File: src/rtl/plot_queue.sv
// plot_queue: FIFO between processor pixel writes and the VGA adapter, with a full-screen clear sweep
// Ports: clk, reset (async, active-high)
//        plot_x/plot_y/color/plot : processor pixel push, one per cycle while plot is high
//        clear_req                : starts a sweep of every SCREEN_W x SCREEN_H pixel to colour 0
//        vga_x/vga_y/vga_colour/vga_plot : registered VGA adapter write port
//        busy : sweep in progress; full : FIFO holds DEPTH entries; overflow : sticky dropped push
// Build option: define PLOT_CLIP_EN to discard pushes outside the visible screen
module plot_queue #(
    parameter int DEPTH    = 16,
    parameter int X_W      = 8,
    parameter int Y_W      = 7,
    parameter int C_W      = 3,
    parameter int SCREEN_W = 160,
    parameter int SCREEN_H = 120
) (
    input  logic           clk,
    input  logic           reset,
    input  logic [X_W-1:0] plot_x,
    input  logic [Y_W-1:0] plot_y,
    input  logic [C_W-1:0] color,
    input  logic           plot,
    input  logic           clear_req,
    output logic [X_W-1:0] vga_x,
    output logic [Y_W-1:0] vga_y,
    output logic [C_W-1:0] vga_colour,
    output logic           vga_plot,
    output logic           busy,
    output logic           full,
    output logic           overflow
);
    localparam int A_W = $clog2(DEPTH);
    localparam logic [0:0] IDLE  = 1'b0;
    localparam logic [0:0] CLEAR = 1'b1;
    logic [X_W+Y_W+C_W-1:0] mem [DEPTH];
    logic [A_W-1:0] wr_ptr, rd_ptr;
    logic [A_W:0]   count;
    logic [0:0]     state;
    logic [X_W-1:0] cx;
    logic [Y_W-1:0] cy;
    logic in_range, accept, flush, push, pop, row_end, last;
`ifdef PLOT_CLIP_EN
    assign in_range = (32'(plot_x) < 32'(SCREEN_W)) && (32'(plot_y) < 32'(SCREEN_H));
`else
    assign in_range = 1'b1;
`endif
    assign full    = count == (A_W+1)'(DEPTH);
    assign accept  = plot & in_range;
    assign flush   = (state == IDLE) & clear_req;
    assign push    = accept & ~full & ~flush;
    assign pop     = (state == IDLE) & ~clear_req & (count != '0);
    assign row_end = cx == X_W'(SCREEN_W - 1);
    assign last    = row_end & (cy == Y_W'(SCREEN_H - 1));
    always_ff @(posedge clk) begin
        if (push) mem[wr_ptr] <= {plot_x, plot_y, color};
    end
    always_ff @(posedge clk or posedge reset) begin
        if (reset) begin
            wr_ptr     <= '0;
            rd_ptr     <= '0;
            count      <= '0;
            state      <= IDLE;
            cx         <= '0;
            cy         <= '0;
            vga_x      <= '0;
            vga_y      <= '0;
            vga_colour <= '0;
            vga_plot   <= 1'b0;
            busy       <= 1'b0;
            overflow   <= 1'b0;
        end else begin
            wr_ptr   <= wr_ptr + A_W'(push);
            // flushing realigns the read pointer so the emptied FIFO stays consistent
            rd_ptr   <= flush ? wr_ptr : rd_ptr + A_W'(pop);
            count    <= flush ? '0 : count + (A_W+1)'(push) - (A_W+1)'(pop);
            overflow <= flush ? 1'b0 : overflow | (accept & full);
            if (state == CLEAR) begin
                vga_x      <= cx;
                vga_y      <= cy;
                vga_colour <= '0;
                vga_plot   <= 1'b1;
                cx         <= row_end ? '0 : cx + 1'b1;
                cy         <= row_end ? cy + 1'b1 : cy;
                state      <= last ? IDLE : CLEAR;
                busy       <= ~last;
            end else begin
                vga_plot <= pop;
                if (pop) {vga_x, vga_y, vga_colour} <= mem[rd_ptr];
                if (clear_req) begin
                    state <= CLEAR;
                    busy  <= 1'b1;
                    cx    <= '0;
                    cy    <= '0;
                end
            end
        end
    end
endmodule

File: config.mk
export PLATFORM = sky130hd
export DESIGN_NAME = plot_queue
export DESIGN_NICKNAME = d
export VERILOG_FILES = /design/src/rtl/plot_queue.sv
export SDC_FILE = /design/constraint.sdc
export NUM_CORES = 1
export LEC_CHECK = 0
export BUFFER_PORTS_ARGS = -buffer_cell sky130_fd_sc_hd__buf_2
export CELL_PAD_IN_SITES_DETAIL_PLACEMENT = 0
export CELL_PAD_IN_SITES_GLOBAL_PLACEMENT = 2
export CORE_UTILIZATION = 43
export DETAILED_ROUTE_END_ITERATION = 8
export GPL_TIMING_DRIVEN = 1
export HOLD_SLACK_MARGIN = 0.12
export PLACE_DENSITY_LB_ADDON = 0.1
export SLEW_MARGIN = 20
export SYNTH_ARGS = -nofsm -noshare
export SYNTH_HDL_FRONTEND = slang
export SYNTH_SLANG_ARGS = --single-unit
export TNS_END_PERCENT = 10
File: constraint.sdc
create_clock -name clk -period 2.9 [get_ports clk]
set_input_delay 0.87 -clock clk [delete_from_list [all_inputs] [get_ports clk]]
set_output_delay 0.87 -clock clk [all_outputs]
set_load 0.01 [all_outputs]
* Yosys cells after proc, flatten, opt, wreduce, memory -nomap -nowiden
Memory sizes are Yosys's and may differ from the RTL's.
Cells that the tools add are included.
** Cells by class
- Add/sub/neg operators :: 6
- Equal/unequal tests :: 4
- Multiplexer cells :: 23
- Bitwise logic cells :: 13
- Reduce and logical (&&, ||, !) cells :: 4
** Operator list (count)
- two-way mux 8 bit :: 5
- two-way mux 7 bit :: 5
- two-way mux 1 bit :: 9
- adder 4 x 1 -> 4 bit :: 2
- adder 8 x 1 -> 8 bit, second input constant :: 1
- equality test 8 bit, second input constant :: 1
- adder 7 x 1 -> 7 bit, second input constant :: 1
- AND 1 bit :: 7
- equality test 7 bit, second input constant :: 1
- two-way mux 3 bit :: 2
- adder 5 x 1 -> 5 bit :: 1
- equality test 5 bit, second input constant :: 1
- two-way mux 5 bit :: 1
- NOT 1 bit :: 5
- nonzero test 5 bit :: 1
- subtractor 5 x 1 -> 5 bit :: 1
- two-way mux 4 bit :: 1
- nonzero test 2 bit :: 2
- inequality test 2 x 1 -> 1 bit, second input constant :: 1
- AND reduction 2 bit :: 1
- bitwise OR 1 bit :: 1
** Storage, ports and cells
- Bits in registers :: 50
- RAM bits :: 288
- Input bits :: 22
- Output and inout port bits :: 22
- Memories kept :: 1
** Memories
- mem :: words 16, width 18, rd ports 1, clocked after Yosys merged registers in 0, write ports 1, RTL line 34 : logic [X_W+Y_W+C_W-1:0] mem [DEPTH];

* Longest topological paths before layout
Gate-level depths: netlist of run 1.
- Depth after elaboration :: 7
- Depth in mapped cells :: 13

* Worst setup path after synthesis of run 1
No wires, ideal clock.
- Kind :: input -> register
- Start :: in clear_req
- End :: mem mem[0][0] (netlist bit) (enable)
- Arrival :: 2.764 ns
- Required time :: 2.484 ns
- Slack :: -0.280 ns
- Cell stages on the path :: 4
- Buffers on the path :: 0
- Cell sequence :: nand2b_1 > nand3_1 > or3_1 > nor3_1
** Between the ends
- Cells in the longest elaborated chain, start to end :: 5
** Ends and longest elaborated chain
- start: declaration :: RTL line 22 : input logic clear_req,
- AND 1 bit :: RTL line 48 : assign flush = (state == IDLE) & clear_req;
- NOT 1 bit :: RTL line 49 : assign push = accept & ~full & ~flush;
- AND 1 bit :: RTL line 49
- two-way mux 1 bit :: RTL line 54 : if (push) mem[wr_ptr] <= {plot_x, plot_y, color};
- two-way mux 1 bit (implied by the code) :: RTL line 54
- end: declaration :: RTL line 34
No other way between the ends.

* Final worst setup path of run 1
- Start :: reg count[2]
- End :: reg count[4]
** Between the ends
- Cells in the longest elaborated chain, start to end :: 7
- Elaborated cells on any way between the ends :: 9
** Ends and longest elaborated chain
- start: declaration :: RTL line 36 : logic [A_W:0] count;
- start signal: assignment :: RTL line 74 : count <= flush ? '0 : count + (A_W+1)'(push) - (A_W+1)'(pop);
- equality test 5 bit :: RTL line 46 : assign full = count == (A_W+1)'(DEPTH);
- NOT 1 bit :: RTL line 49
- AND 1 bit (2 in a row) :: RTL line 49
- adder 5 x 1 -> 5 bit :: RTL line 74
- subtractor 5 x 1 -> 5 bit * :: RTL line 74
- two-way mux 5 bit * :: RTL line 74
Every way passes the cells marked *; elsewhere a longest branch is shown, timed or not.
A chain may end at the register's enable or synchronous reset.

==> results of run 1 <==
==> layer usage <==
| metal | vias to the layer above | global-route usage | share of wire |
|---|---|---|---|
| met1 | 3603 | 0.2830 | 0.44 |
| met5 | - | 0 | 0 |
| met4 | 0 | 0.05805 | 0.020 |
| met2 | 190 | 0.3268 | 0.49 |
| met3 | 47 | 0.03133 | 0.045 |
| li1 | 3004 | - | - |
==> area by class of cell <==
| cell class | count | area (um2) | area share |
|---|---|---|---|
| Sequential cell | 338 | 9905 | 0.6345 |
| Multi-Input combinational cell | 310 | 3281 | 0.2102 |
| Clock buffer | 52 | 1025 | 0.06565 |
| Timing Repair Buffer | 91 | 750.7 | 0.04810 |
| Tap cell | 396 | 495.5 | 0.03174 |
| Clock inverter | 11 | 107.6 | 0.006894 |
| Inverter | 12 | 45.04 | 0.002886 |
==> cells in the final DEF, fill, tap and decap left out, drive strengths merged, types with 3 or more instances in the layout <==
cell type,count
nand2b,6
clkinv,6
a221o,13
inv,14
o21ai,12
a22oi,28
dfrtp,50
mux2i,3
nand4,3
a22o,5
xor2,5
xnor2,7
mux4,75
nand3b,5
nand3,12
buf,91
nand2,29
nor2,25
ha,10
edfxtp,288
and2,3
clkbuf,52
a21oi,20
nor2b,21
nor3,6
==> path summary, 6_finish.rpt <==
| check | from | end | cells past startpoint |
|---|---|---|---|
| worst max-delay path | count[2] | count[4] | 13 |
| min in group clk | overflow | overflow | 2 |
| worst min register to register | overflow | overflow | 2 |
| max in group asynchronous | reset | vga_y[1] | 3 |
| worst min-delay path | reset | vga_x[2] | 2 |
| worst max register to register | count[2] | count[4] | 13 |
==> state kept, by name (all words and copies together) (netlist names) <==
| name | flops |
|---|---|
| mem | 288 |
| cx | 8 |
| vga_x | 8 |
| cy | 7 |
| vga_y | 7 |
| count | 5 |
| rd_ptr | 4 |
| wr_ptr | 4 |
| vga_colour | 3 |
| busy | 1 |
| overflow | 1 |
| state | 1 |
| vga_plot | 1 |
==> power by group through the flow <==
stage               Clock (mW)  Combinational, mW  Sequential [mW]
floorplan                    0               1.43             6.27
global placement             0               2.14             6.38
detailed placement           0               2.18             6.41
CTS                       4.56               2.19             6.31
global route              4.76               2.35             6.37
finish                    4.46               2.13             6.31
==> cell families after synthesis <==
group           after synthesis  share of synthesized area
compound gates               86                    0.04530
simple gates                122                    0.04774
buf+inv                      47                    0.01651
fa+ha+maj                    11                    0.01088
xor+xnor                     12                   0.007878
mux                          79                     0.1297
flops                       338                     0.7420
==> worst reg2reg max path: cells and delay by family (launching register included) <==
| family | cells | cell delay, ns |
|---|---|---|
| AOI/OAI and AO/OA | 2 | 0.26 |
| adders and majority gates | 3 | 0.73 |
| buffers and inverters | 3 | 0.32 |
| and+or+nand+nor | 5 | 0.80 |
| DFF | 1 | 0.38 |
==> stage by stage <==
step | util | setup slack, ns | cells | TNS (ns)
after floorplan | - | -0.1559 | 695 | -8.300
after global placement | 0.4732 | 0.05564 | 1147 | 0
after detailed placement | 0.4732 | 0.05895 | 1147 | 0
after CTS | 0.5103 | 0.2903 | 1210 | 0
after global routing | 0.5103 | 0.1269 | 1210 | 0
final | 0.5103 | 0.3285 | 1210 | 0
==> metrics.md, run 1 <==
| Metric | Value |
|---|---|
| Status | completed |
| Distinct cells, synth | 45 |
| CTS tree | yes |
| Top cells by area, synth | edfxtp_1, mux4_2, dfrtp_1 |
| DR pass1 iterations | 5 |
| EDFF count, synth | 288 |
| Count leader, synth | edfxtp_1 |
| TritonCTS Sinks | between 300 and 400 |
| Logic pwr share | 0.165 |
| Initial antenna violation count | 0 |
| Overflow after GRT | 0 |
| Nets | 823 |
| Global placement routability congestion | ~0.75 |
| Crit-path cells | inv_1 -> ha_1 -> nor4b_2 -> nor2_2 -> buf_4 -> o21ai_0 -> ha_1 -> inv_1 -> fa_1 -> nor2b_1 -> o21bai_1 -> nand3_1 -> nor3b_1 |
| Sequential Power Share | 0.489 |
| WHS | between 0.4 and 0.5 ns |
| Synth Register Bits | between 300 and 400 |
| Critical path fanouts, max | 8 |
| Fill cells | between 2000 and 3000 |
| CP Launch Type | flop |
| Slew HR | 0.4978 |
| TritonCTS buffer count | 37 |
| CORE AREA | 30590 um2 |
| Leakage power | 5.261 nW |
| Vias/cell | between 5 and 6 |
| Yosys warning count | 0 |
| Internal Power | roughly 9.6 mW |
| H-Tree Depth | 2 |
| Final WL | 30.33 mm |
| Period minus WS final | approximately 2.6 ns |
| I/O Buffers | 43 |
| Placed Area | about 14000 um2 |
| Post-cts sizing count | 0 |
| Pin count of the biggest net entering global routing | 47 |
| Buf/Inv on CP | 3 |
| Final instance area | 15610 um2 |
| Gr usage total | 0.2016 |
| Sequential area share after synthesis | 0.7420 |
| Syn_area_per_cell | around 19 um2 |
| Worst R2R Setup Slack | approximately 0.33 ns |
| Clk_lat worst skew | 0.53 ns |
| Vias in the first global route | 7043 |
| Die Height | about 180 um |
| Hpwl dp | roughly 19 mm |
| Drt drc | 0 |
| Clock network power share | 0.346 |
| Io pins | 44 |
| Final setup violation count | 0 |
| Clock skew | between 0.015 and 0.02 ns |
| CP top delay family | simple AND/OR/NAND/NOR gates |
| Max-slew violations | 0 |
| N_diodes | 0 |
| Leading area contributor after synthesis | edfxtp_1 |
| Post-CTS Setup Inserts | 0 |
| Root buf cell | clkbuf_16 |
| DRT iter0 DRCs | approximately 560 |
| Worst Setup End Kind | flop |
| Syn Inst Count | 695 |
| Net Sw Power | about 3.3 mW |
| Final hold vios | 0 |
| FMAX | around 400 MHz |
| Cell Rows | 64 |
| Peak supply drop | 0.4373 mV |
| Max clock buf depth | 3 |
| Initial Util | 0.4362 |
| CTS Hold Bufs | 0 |
| Layout cells sized above 1 | 0.2899 |
| First-pass GRT wire length | between 40 and 50 mm |
| Syn-to-layout area delta | 16.99% |
| Wire per inst | approximately 25 um |
| Clock slew at reported path FFs | around 0.060 ns |
| Crit path required time | 3.33 ns |
| Post-synthesis cell area | about 13000 um2 |
| Slew @ Worst Pin | between 0.7 and 0.8 ns |
| Final total power | between 10 and 15 mW |
| Post-synth net total | roughly 730 |
| Detail Route Antenna Nets | 0 |
| MaxCap Viol Count | 0 |
| CP max-delay cell | dfrtp_1 |
| Top cell type's share of synthesized area | 0.6482 |
| Total die area | 31740 um2 |
| PwrDens | a little over 800 nW/um2 |
| Hold WC Path Type | input pin to async pin |
| FFs w/ async S/R, synth | 0.1479 |
| Sw frac | 0.2576 |
| Vias post-DR | 6844 |
| Synth top cells by count | edfxtp_1, mux4_2, dfrtp_1 |
| Post-synth top flop | edfxtp_1 |
| Period utilization | 0.8867 |
| Die Wd | between 150 and 200 um |
| Critical path class | flop to flop |
| RSZ-0062 raised after global routing | false |
| Crit path largest cell delay | about 0.38 ns |
| WP data arrival | about 3.0 ns |
Power figures use the tool's default switching activity.
==> run 2: changes to the inputs <==
--- a/config.mk
+++ b/config.mk
@@ -13,6 +13,7 @@
 export GPL_TIMING_DRIVEN = 1
 export HOLD_SLACK_MARGIN = 0.12
 export PLACE_DENSITY_LB_ADDON = 0.1
+export REMOVE_ABC_BUFFERS = 1
 export SLEW_MARGIN = 20
 export SYNTH_ARGS = -nofsm -noshare
 export SYNTH_HDL_FRONTEND = slang
==> run 2 against run 1 <==
  * Clock power rose by 9.4%
  * Non-clock buffer count up 2
  * Sequential power about the same
  * Design area increased by 0.59%
  * Register-to-register slack worse by 0.03 ns
  * Sequential share of layout area fell by 0.37 points
  * Critical path depth is the same
  * Setup slack got worse by 0.034 ns
  * Cell count is 0.25% higher
  * Die area unchanged
  * Fmax is 1.3% lower
==> metrics.md, run 2 (synthesis gave the netlist of run 1 again) <==
| Metric | Value |
|---|---|
| Worst R2R Setup Slack | ~0.29 ns |
| TritonCTS buffer count | 37 |
| Clock skew | approximately 0.025 ns |
| WHS | between 0.4 and 0.5 ns |
| Final Non-Filler Cells | 1213 |
| Leakage power | 5.332 nW |
| Hold WC Path Type | input pin to async pin |
| Cell Rows | 64 |
| Crit-path cells | inv_1 -> ha_1 -> nor4b_2 -> nor2_2 -> buf_4 -> o21ai_0 -> ha_1 -> inv_1 -> fa_1 -> nor2b_1 -> o21bai_1 -> nand3_1 -> nor3b_1 |
| Slew @ Worst Pin | 0.6678 ns |
| Largest registers | mem: 288 flops, cx: 8 flops, vga_x: 8 flops |
| FMAX | roughly 380 MHz |
| Period utilization | 0.8984 |
| Period minus WS final | approximately 2.6 ns |
| Detail Route Antenna Nets | 0 |
| Gr usage total | 0.1912 |
| PwrDens | between 800 and 900 nW/um2 |
| Biggest register | mem |
| CTS Hold Bufs | 0 |
| First-pass GRT wire length | 43.84 mm |
| Util after Layout | 0.5133 |
| Setup TNS | 0 ns |
| Final setup violation count | 0 |
| Crit path largest cell delay | 0.38 ns |
| Most common cell after layout, fill and taps aside | edfxtp_1 |
| Syn-to-layout area delta | 17.68% |
| Max-slew violations | 0 |
| WP data arrival | ~3 ns |
| MaxCap Viol Count | 0 |
| Root buf cell | clkbuf_16 |
| Fill cells | around 2500 |
| Clock slew at reported path FFs | approximately 0.060 ns |
| Final WL | between 20 and 30 mm |
| Slew HR | 0.5542 |
| TritonCTS Sinks | ~340 |
| RSZ-0062 raised after global routing | false |
| CP max-delay cell | dfrtp_1 |
| Dpl cells | 1149 |
| Vias in the first global route | slightly below 7000 |
| Crit path required time | about 3.3 ns |
| H-Tree Depth | 2 |
| Die Wd | 178.1 um |
| Status | completed |
| Largest register FFs | around 290 |
| Max clock buf depth | 3 |
| Wire per inst | approximately 24 um |
| I/O Buffers | 43 |
| Die Height | between 150 and 200 um |
| Critical path class | flop to flop |
| Final total power | between 10 and 15 mW |
| Nets | roughly 830 |
| DRT iter0 DRCs | ~500 |
| Initial Util | 0.4362 |
| Peak supply drop | 0.4976 mV |
| DR pass1 iterations | 5 |
| Post-CTS Setup Inserts | 0 |
| Layout cells sized above 1 | 0.3048 |
| Overflow after GRT | 0 |
| CORE AREA | 30590 um2 |
| Post-cts sizing count | 0 |
| Buf/Inv on CP | 3 |
| Drt drc | 0 |
| Leading cell types in the layout, fill and taps excluded | edfxtp_1, mux4_2, dfrtp_1 |
| Global placement routability congestion | 0.7698 |
| Final hold vios | 0 |
| CP Launch Type | flop |
| CTS tree | yes |
| Vias post-DR | 6818 |
| Total die area | around 32000 um2 |
| Pin count of the biggest net entering global routing | between 70 and 80 |
| N_diodes | 0 |
| Clk_lat worst skew | 0.52 ns |
| Hpwl dp | ~19 mm |
| CP top delay family | simple AND/OR/NAND/NOR gates |
| Critical path fanouts, max | 8 |
| Initial antenna violation count | 0 |
| Io pins | between 40 and 50 |
| Vias/cell | roughly 5.6 |
| Worst Setup End Kind | flop |
==> run 2: changes by cell type in the layout (fill, tap and decap cells not counted), sizes merged <==
cell,delta
bufinv,+5
buf,+2
clkbuf,-10
clkinv,+8
inv,-2
==> run 2: routing by layer <==
metal  track usage  up-vias  part of all wire
met5             0        -                 0
met4       0.04665        0             0.018
met3       0.03346       42             0.060
met2        0.2949      208              0.47
met1        0.2827     3557              0.46
li1              -     3011                 -
==> run 2: layout make-up <==
cell class	count	area, um2	share of cell area
Clock inverter	22	301.5	0.01921
Tap cell	396	495.5	0.03156
Sequential cell	338	9905	0.6309
Clock buffer	42	965.9	0.06152
Multi-Input combinational cell	310	3272	0.2084
Timing Repair Buffer	93	715.7	0.04558
Inverter	12	45.04	0.002869
==> run 2: worst paths after layout <==
kind                       endpoint     start  cells past startpoint
max                        count[4]  count[2]                     13
min in group clk           overflow  overflow                      2
max in group asynchronous  vga_x[0]     reset                      3
max reg2reg                count[4]  count[2]                     13
min                        vga_x[5]     reset                      2
min reg2reg                overflow  overflow                      2
==> run 2: through the flow <==
step	worst slack [ns]	instance area (um2)
detailed placement	0.01847	14430
finish	0.2948	15700
global placement	0.06231	14430
floorplan	-1.253	13170
CTS	0.2313	15700
global route	0.01856	15700
==> run 2: power breakdown <==
group / internal, mW / switching, mW / total, mW
logic: 1.01 / 1.08 / 2.09
registers: 5.93 / 0.395 / 6.32
clock network: 3.02 / 1.86 / 4.88
total: 9.95 / 3.34 / 13.3
